`src/rtl/seq_packer.sv`:
```
// seq_packer: packs a 2-bit nucleotide stream into 32-bit words (16 bases, LSB-first) behind a small FIFO.
// Optional per-nucleotide statistics are compiled in with `define SEQ_PACKER_STATS_EN.

`ifdef SEQ_PACKER_STATS_EN
module seq_stat_cnt #(
  parameter int W = 16
) (
  input  logic         clk,
  input  logic         reset,
  input  logic         clr,
  input  logic         inc,
  output logic [W-1:0] cnt
);
  always_ff @(posedge clk or negedge reset) begin
    if (!reset)              cnt <= '0;
    else if (clr)            cnt <= '0;
    else if (inc && ~&cnt)   cnt <= cnt + 1'b1;
  end
endmodule
`endif

module seq_packer #(
  parameter int SEQ_LEN_W  = 16,
  parameter int FIFO_DEPTH = 4
) (
  input  logic                 clk,
  input  logic                 reset,
  input  logic                 start,
  input  logic [SEQ_LEN_W-1:0] seq_len,
  input  logic                 base_valid,
  input  logic [1:0]           base,
  output logic                 base_ready,
  output logic [31:0]          word_data,
  output logic                 word_valid,
  input  logic                 word_ready,
  output logic                 word_last,
  output logic [4:0]           word_nbases,
  output logic                 busy,
  output logic                 done,
  output logic [SEQ_LEN_W-1:0] cnt_a,
  output logic [SEQ_LEN_W-1:0] cnt_c,
  output logic [SEQ_LEN_W-1:0] cnt_g,
  output logic [SEQ_LEN_W-1:0] cnt_t
);
  localparam int AW = $clog2(FIFO_DEPTH);
  localparam logic [SEQ_LEN_W-1:0] ONE = 1;

  typedef enum logic [1:0] {IDLE, PACK, DRAIN, DONE} state_t;
  typedef struct packed {
    logic [31:0] data;
    logic        last;
    logic [4:0]  nbases;
  } word_t;

  state_t state, state_nx;

  logic [SEQ_LEN_W-1:0] len_q, base_cnt;
  logic [3:0]           lane;
  logic [31:0]          part;

  word_t         mem [FIFO_DEPTH];
  word_t         head, push_word;
  logic [AW-1:0] wr_ptr, rd_ptr;
  logic [AW:0]   count;
  logic          full, empty, push, pop, accept, final_base, start_ok;

  assign full       = (count == (AW+1)'(FIFO_DEPTH));
  assign empty      = (count == '0);
  assign start_ok   = (state == IDLE) && start;
  assign accept     = base_valid && base_ready;
  assign final_base = (base_cnt == len_q - ONE);
  assign push       = accept && ((lane == 4'hF) || final_base);
  assign pop        = word_valid && word_ready;
  assign head       = mem[rd_ptr];

  // Incoming base lands on top of the accumulated partial word; upper bits stay zero.
  always_comb begin
    push_word.data   = part | (32'(base) << {lane, 1'b0});
    push_word.last   = final_base;
    push_word.nbases = {1'b0, lane} + 5'd1;
  end

  // FSM: state register
  always_ff @(posedge clk or negedge reset) begin
    if (!reset) state <= IDLE;
    else        state <= state_nx;
  end

  // FSM: next state
  always_comb begin
    state_nx = state;
    case (state)
      IDLE:    if (start) state_nx = (seq_len != '0) ? PACK : DONE;
      PACK:    if (accept && final_base) state_nx = DRAIN;
      DRAIN:   if (pop && head.last) state_nx = DONE;
      DONE:    state_nx = IDLE;
      default: state_nx = IDLE;
    endcase
  end

  // FSM: outputs; base_ready deliberately ignores pop so word_ready never reaches it
  always_comb begin
    base_ready = (state == PACK) && !full;
    busy       = (state == PACK) || (state == DRAIN);
    done       = (state == DONE);
  end

  always_ff @(posedge clk or negedge reset) begin
    if (!reset) begin
      len_q    <= '0;
      base_cnt <= '0;
      lane     <= '0;
      part     <= '0;
    end else if (start_ok) begin
      len_q    <= seq_len;
      base_cnt <= '0;
      lane     <= '0;
      part     <= '0;
    end else if (accept) begin
      base_cnt <= base_cnt + ONE;
      lane     <= lane + 4'd1;
      part     <= push ? '0 : push_word.data;
    end
  end

  always_ff @(posedge clk) begin
    if (push) mem[wr_ptr] <= push_word;
  end

  always_ff @(posedge clk or negedge reset) begin
    if (!reset) begin
      wr_ptr <= '0;
      rd_ptr <= '0;
      count  <= '0;
    end else begin
      if (push) wr_ptr <= wr_ptr + 1'b1;
      if (pop)  rd_ptr <= rd_ptr + 1'b1;
      case ({push, pop})
        2'b10:   count <= count + 1'b1;
        2'b01:   count <= count - 1'b1;
        default: count <= count;
      endcase
    end
  end

  // Head fields are gated so stale storage never shows while empty or in reset.
  assign word_valid  = !empty;
  assign word_data   = word_valid ? head.data   : '0;
  assign word_last   = word_valid ? head.last   : 1'b0;
  assign word_nbases = word_valid ? head.nbases : '0;

`ifdef SEQ_PACKER_STATS_EN
  logic [3:0][SEQ_LEN_W-1:0] cnt;
  for (genvar i = 0; i < 4; i++) begin : g_stat
    seq_stat_cnt #(.W(SEQ_LEN_W)) u_cnt (
      .clk   (clk),
      .reset (reset),
      .clr   (start_ok),
      .inc   (accept && (base == 2'(i))),
      .cnt   (cnt[i])
    );
  end
  assign cnt_a = cnt[0];
  assign cnt_c = cnt[1];
  assign cnt_g = cnt[2];
  assign cnt_t = cnt[3];
`else
  assign cnt_a = '0;
  assign cnt_c = '0;
  assign cnt_g = '0;
  assign cnt_t = '0;
`endif

endmodule

```
`config.mk`:
```
export PLATFORM = sky130hd
export DESIGN_NAME = seq_packer
export DESIGN_NICKNAME = d
export VERILOG_FILES = /design/src/rtl/seq_packer.sv
export SDC_FILE = /design/constraint.sdc
export NUM_CORES = 1
export LEC_CHECK = 0
export BUFFER_PORTS_ARGS = -buffer_cell sky130_fd_sc_hd__buf_4
export CAP_MARGIN = 40
export CORE_ASPECT_RATIO = 1.1
export CORE_MARGIN = 2
export CORE_UTILIZATION = 33
export DETAILED_ROUTE_END_ITERATION = 10
export GPL_TIMING_DRIVEN = 0
export SYNTH_ARGS = -nofsm -noshare
export SYNTH_HDL_FRONTEND = slang
export SYNTH_SLANG_ARGS = --single-unit
```
`constraint.sdc`:
```
create_clock -name clk -period 4.14 [get_ports clk]
set_input_delay 0.414 -clock clk [delete_from_list [all_inputs] [get_ports clk]]
set_output_delay 0.414 -clock clk [all_outputs]
set_load 0.01 [all_outputs]
```
## Yosys cells after proc, flatten, opt, wreduce, memory -nomap -nowiden

Memory sizes are Yosys's and may differ from the RTL's.
Index checks and enable logic that the tools add are counted.

- Register bits after elaboration: 77
- Memories: 1
- Memory bits (writable): 152
- Output and inout port bits: 106
- Logic and storage cells: 65

- Shifts and indexed selects: 1
- Mux-type cells: 18
- Add/sub/neg operators: 8
- Bitwise gates (word level): 1
- Equal/unequal tests: 11
- Reduce and logical (&&, ||, !) cells: 17

Memory list:

| name | depth | bits a word | read ports | clocked after Yosys merged registers in | wr ports | RTL line | text |
|---|---|---|---|---|---|---|---|
| mem | 4 | 38 | 1 | 0 | 1 | 61 | `word_t mem [FIFO_DEPTH];` |

Operators with widths:

| operator | number |
|---|---|
| $mux 32 | 4 |
| $mux 16 | 2 |
| $or 32x32->32 | 1 |
| $shl 2x5->32 | 1 |
| $add 16x1->16 const B | 1 |
| $eq 16x16->1 | 1 |
| $reduce_bool 16->1 | 1 |
| $sub 16x1->16 const B | 1 |
| $mux 2 | 4 |
| $mux 4 | 2 |
| $pmux 2 s4 | 1 |
| $logic_and 1x1->1 | 7 |
| $eq 2x2->1 const B | 3 |
| $ne 2x2->1 const B | 3 |
| $pmux 3 s2 | 1 |
| $add 4x1->5 const B | 1 |
| $mux 5 | 1 |
| $add 2x1->2 const B | 2 |
| $add 4x1->4 const B | 1 |
| $eq 2x1->1 const B | 2 |
| $eq 4x4->1 const B | 1 |
| $reduce_bool 2->1 | 2 |
| $add 3x1->3 const B | 1 |
| $eq 3x3->1 const B | 1 |
| other kinds (7) | 11 |

## Logic depth before layout (Yosys ltp)

- Depth after elaboration: 8
- Depth in mapped cells: 16
- Mapped depth without buffers: 16

## Least setup slack after synthesis

Ideal clock, no wire load.

- Kind: reg-to-reg
- From: register len_q[0]
- To: memory mem[0][0] (netlist name), enable pin
- Data required time: 3.741 ns
- Data arrival time: 3.868 ns
- Cell stages (with the launch flop): 11
- Slack: -0.127 ns
- Cells stage by stage: dfrtp_1 inv_1 ha_1 or4b_2 or3_1 xnor2_1 or3_1 o211ai_1 and4b_4 o21a_1 and2_1

- Word-level cells in the longest chain between the ends: 6

RTL lines:

| element | RTL line | text |
|---|---|---|
| start, declared | 57 | `logic [SEQ_LEN_W-1:0] len_q, base_cnt;` |
| start signal, assigned | 115 | `len_q <= seq_len;` |
| $sub 16x1->16 | 71 | `assign final_base = (base_cnt == len_q - ONE);` |
| $eq 16x16->1 | 71 |  |
| net final_base | 65 | `logic full, empty, push, pop, accept, final_base, start_ok;` |
| $logic_or 1x1->1 | 72 | `assign push = accept && ((lane == 4'hF) \|\| final_base);` |
| $logic_and 1x1->1 | 72 |  |
| $mux 1 | 127 | `if (push) mem[wr_ptr] <= push_word;` |
| $mux 1 (implied by the code) | 127 |  |
| end, declared | 61 |  |

The timed path passes the listed nets, and every way through them passes these cells.

## Final worst setup path

- From: register len_q[5]
- To: register count[2]

- Word-level cells in the longest chain between the ends: 6
- Elaborated cells between the ends (all ways): 8

RTL lines:

| element | RTL line | text |
|---|---|---|
| $sub 16x1->16 * | 71 |  |
| $eq 16x16->1 * | 71 |  |
| net final_base | 65 |  |
| $logic_or 1x1->1 * | 72 |  |
| $logic_and 1x1->1 * | 72 |  |
| $eq 2x1->1 / $eq 2x2->1 (equally long branches) | 138 | `case ({push, pop})` |
| $pmux 3 s2 / $reduce_bool 2->1 (equally long branches) | - |  |
| end signal, assigned | 139 | `2'b10: count <= count + 1'b1;` |
| end signal, assigned | 140 | `2'b01: count <= count - 1'b1;` |
| end signal, assigned | 141 | `default: count <= count;` |
| end, declared | 64 | `logic [AW:0] count;` |

The timed path passes the listed nets; every way through them passes the cells marked *.
A chain may end at the register's enable or synchronous reset.

==> flow_summary.ini <==
[pwr]
p_seq_share_pct = 36.5
p_int_mw = 5.34
power.switching_mw = 2.44
powerDensity_nw_per_um2 = 602
vdd_ir_drop_max_uv = 322
combPwrFrac_pct = 34.4
p_leak_nw = 5.22
swShare_pct = 31.3
clockPowerShare_pct = 29.0

[hold_path]
hp-class = primary input to flop

[critical_path]
start_kind = flop
end_kind = flop
path_class = flop to flop
worstPathRequired_ns = 4.59
r2r_end = count[2]
critPathMaxFanout = 10
cp-endpoint = count[2]
startpoint = len_q[5]
rrSetupSlack_ns = 0.23
worstPathArrival_ns = 4.36
worstReg2RegStart = len_q[5]
reg2reg_depth = 15

[global_route]
grt_usage_pct = 12.4
grt_pass1_wl_mm = 33.3
first_global_vias = 6134
grt_overflow_total = 0
grt_max_degree = 61
grt_antenna_before_repair = 0

[die]
dieArea_um2 = 33600
fp-row-count = 68
coreArea_um2 = 31600
pin_count = 129
die_h_um = 192
die_w_um = 175
initial_utilization_pct = 33.6

[sta]
fmax_mhz = 256
worst_pin_slew_ns = 0.686
hold_slack_ns = 0.132
clock_skew_ns = 0.0189
finalHoldViolations = 0
period_share_pct = 94.5
rsz0062_at_grt = false
setup_viol = 0
min_period_ns = 3.91
relSlewSlack_pct = 54.1
final.setup.tns_ns = 0
final_max_slew_viol_count = 0

[clocking]
cts_tree = yes
cts_sinks = 229
worst_skew_pair.late_latency_ns = 0.54
cts.path.max_buffers = 3
cts_inserted_buffers = 25
cts_root_buf = clkbuf_16
cts.clk_slew.worst_paths_ns = 0.06
cts.htree.levels = 1

[yosys]
synth_ff_type = edfxtp_1
avgSynthCellArea_um2 = 13.8
yosysSeqAreaShare_pct = 61.2
ys_types = 53
ys_async_sr_fraction_pct = 33.6
yosysWarnings = 0
syn_inst = 771
synth_edf_count = 152
synth_area_um2 = 10600
synth-seq-cells = 229

[detailed_routing]
drt_wl_total_mm = 20.5
wl_per_cell_um = 14.9
drt_iter0_drc = 315
viasPerCell = 4.47
drcViolationCount = 0
vias = 6149
firstDrtPassIters = 5
ant_nets = 0

[layout]
fill_cells = 2931
postLayoutCoreUtil_pct = 40.9
layout-drive-gt1-share_pct = 29.2
instances_no_fill = 1375
antenna_cells = 0
final_nets = 973
design_area_um2 = 12900
area_growth_pct = 21.7

[place]
dp_hpwl_mm = 14.4
place_area_um2 = 12000
place_congestion = 0.763
place_inst = 1327
io_buffers = 64

[run_status]
status = finished, final reports clean

[run]
drv_cap = 0
==> synth_stat cells, types with 7 or more instances <==
library cell    n  area (um^2)
and2_1         47          294
a21oi_1        30          150
o21ai_0         8         40.0
nand3_1         8         40.0
edfxtp_1      152         4560
a21o_1          7         52.6
inv_1          42          158
ha_1           13          163
xnor2_1        19          166
mux4_2         38          856
nor3_1          8         40.0
nand4_1        10         62.6
mux2_2         15          169
xor2_1         23          201
nand2_1        51          191
dfrtp_1        77         1930
nor4_1          8         50.1
clkbuf_1       23         86.3
nor2_1         33          124
buf_4          64          480
o21ai_2        25          219
buf_1           8         30.0
==> registers in the layout, indices dropped and copies added, names as in the netlist <==
name	flops
mem	152
part	32
base_cnt	16
len_q	16
lane	4
count	3
rd_ptr	2
state	2
wr_ptr	2
==> worst min-delay path by stage <==
stage	startpoint	to	slack, ns	cells past startpoint
5_1_grt	seq_len[6]	len_q[6]	0.12	2
3_3_place_gp	part[1]	part[1]	0.46	2
4_1_cts	seq_len[12]	len_q[12]	0.12	2
3_5_place_dp	reset	state[1]	0.31	1
6_report	seq_len[1]	len_q[1]	0.13	3
2_1_floorplan	reset	base_cnt[0]	0.12	0
==> logic make-up (layout without fill, tap and decap cells) <==
group                      Yosys count  count (layout)  share of synthesized area (%)
DFF                                229             229                           61.2
xor gates and xnor gates            42              42                           3.47
AOI/OAI and AO/OA                   93              93                           6.26
other                                1              64                         0.0353
adders and majority gates           14              14                           1.72
and+or+nand+nor                    195             195                           9.92
buffers and inverters              142             263                           7.58
muxes                               55              55                           9.85
==> power groups by stage <==
stage | combinational, mW | clock, mW | sequential, mW
after floorplan | 1.77 | 0 | 2.83
after global placement | 2.63 | 0 | 2.88
after detailed placement | 2.71 | 0 | 2.88
after CTS | 2.72 | 2.32 | 2.84
after global routing | 2.96 | 2.41 | 2.87
final | 2.68 | 2.26 | 2.84
==> metal layers <==
| layer | track usage [%] | routed length [um] |
|---|---|---|
| met1 | 16.2 | 8970 |
| met2 | 21.5 | 10100 |
| met3 | 1.98 | 895 |
| met4 | 3.62 | 527 |
| met5 | 0 | 0 |
==> per-stage QoR <==
step | worst slack [ns] | power, mW
floorplan | 0.273 | 4.60
global placement | -0.420 | 5.51
detailed placement | -0.238 | 5.60
CTS | 0.00691 | 7.88
global route | 0.0264 | 8.23
finish | 0.228 | 7.78
==> what timing repair did <==
item,CTS,global route
hold endpoints to repair,17,0
cloned,0,0
hold buffers,1,0
buffers inserted,0,1
endpoints found under the setup margin,122,58
pin swaps,0,1
resized for setup,5,6
==> cell type report <==
cell class / instances / area (um^2) / share of cell area, %
tap: 420 / 526 / 4.07
timing repair buffer: 75 / 654 / 5.07
clock buffer: 28 / 637 / 4.93
buffer: 100 / 647 / 5.01
clock inverter: 18 / 209 / 1.62
inverter: 42 / 158 / 1.22
sequential: 229 / 6490 / 50.3
multi-input combinational: 463 / 3590 / 27.8
==> critical path: stages, from the launching register on <==
cell and delay [ns]:
dfrtp_1 0.37, buf_6 0.13, or4_4 0.54, nand4b_4 0.22, or3_4 0.41, and3_1 0.19
o41a_1 0.42, and4b_4 0.23, o21a_4 0.23, inv_1 0.06, ha_1 0.18, inv_1 0.06
fa_1 0.37, xor2_1 0.15, nor2_1 0.13, xor2_1 0.14
==> layout by cell type, fill, tap and decap left out, drive strengths merged, types with 13 or more instances in the layout <==
| cell | n |
|---|---|
| a21oi | 30 |
| nor2 | 33 |
| clkbuf | 51 |
| buf | 151 |
| ha | 13 |
| mux2 | 15 |
| xnor2 | 19 |
| dfrtp | 77 |
| xor2 | 23 |
| inv | 43 |
| and2 | 48 |
| edfxtp | 152 |
| nand2 | 51 |
| conb | 64 |
| o21ai | 33 |
| mux4 | 38 |
No activity file was read; power rests on OpenSTA's default activity.
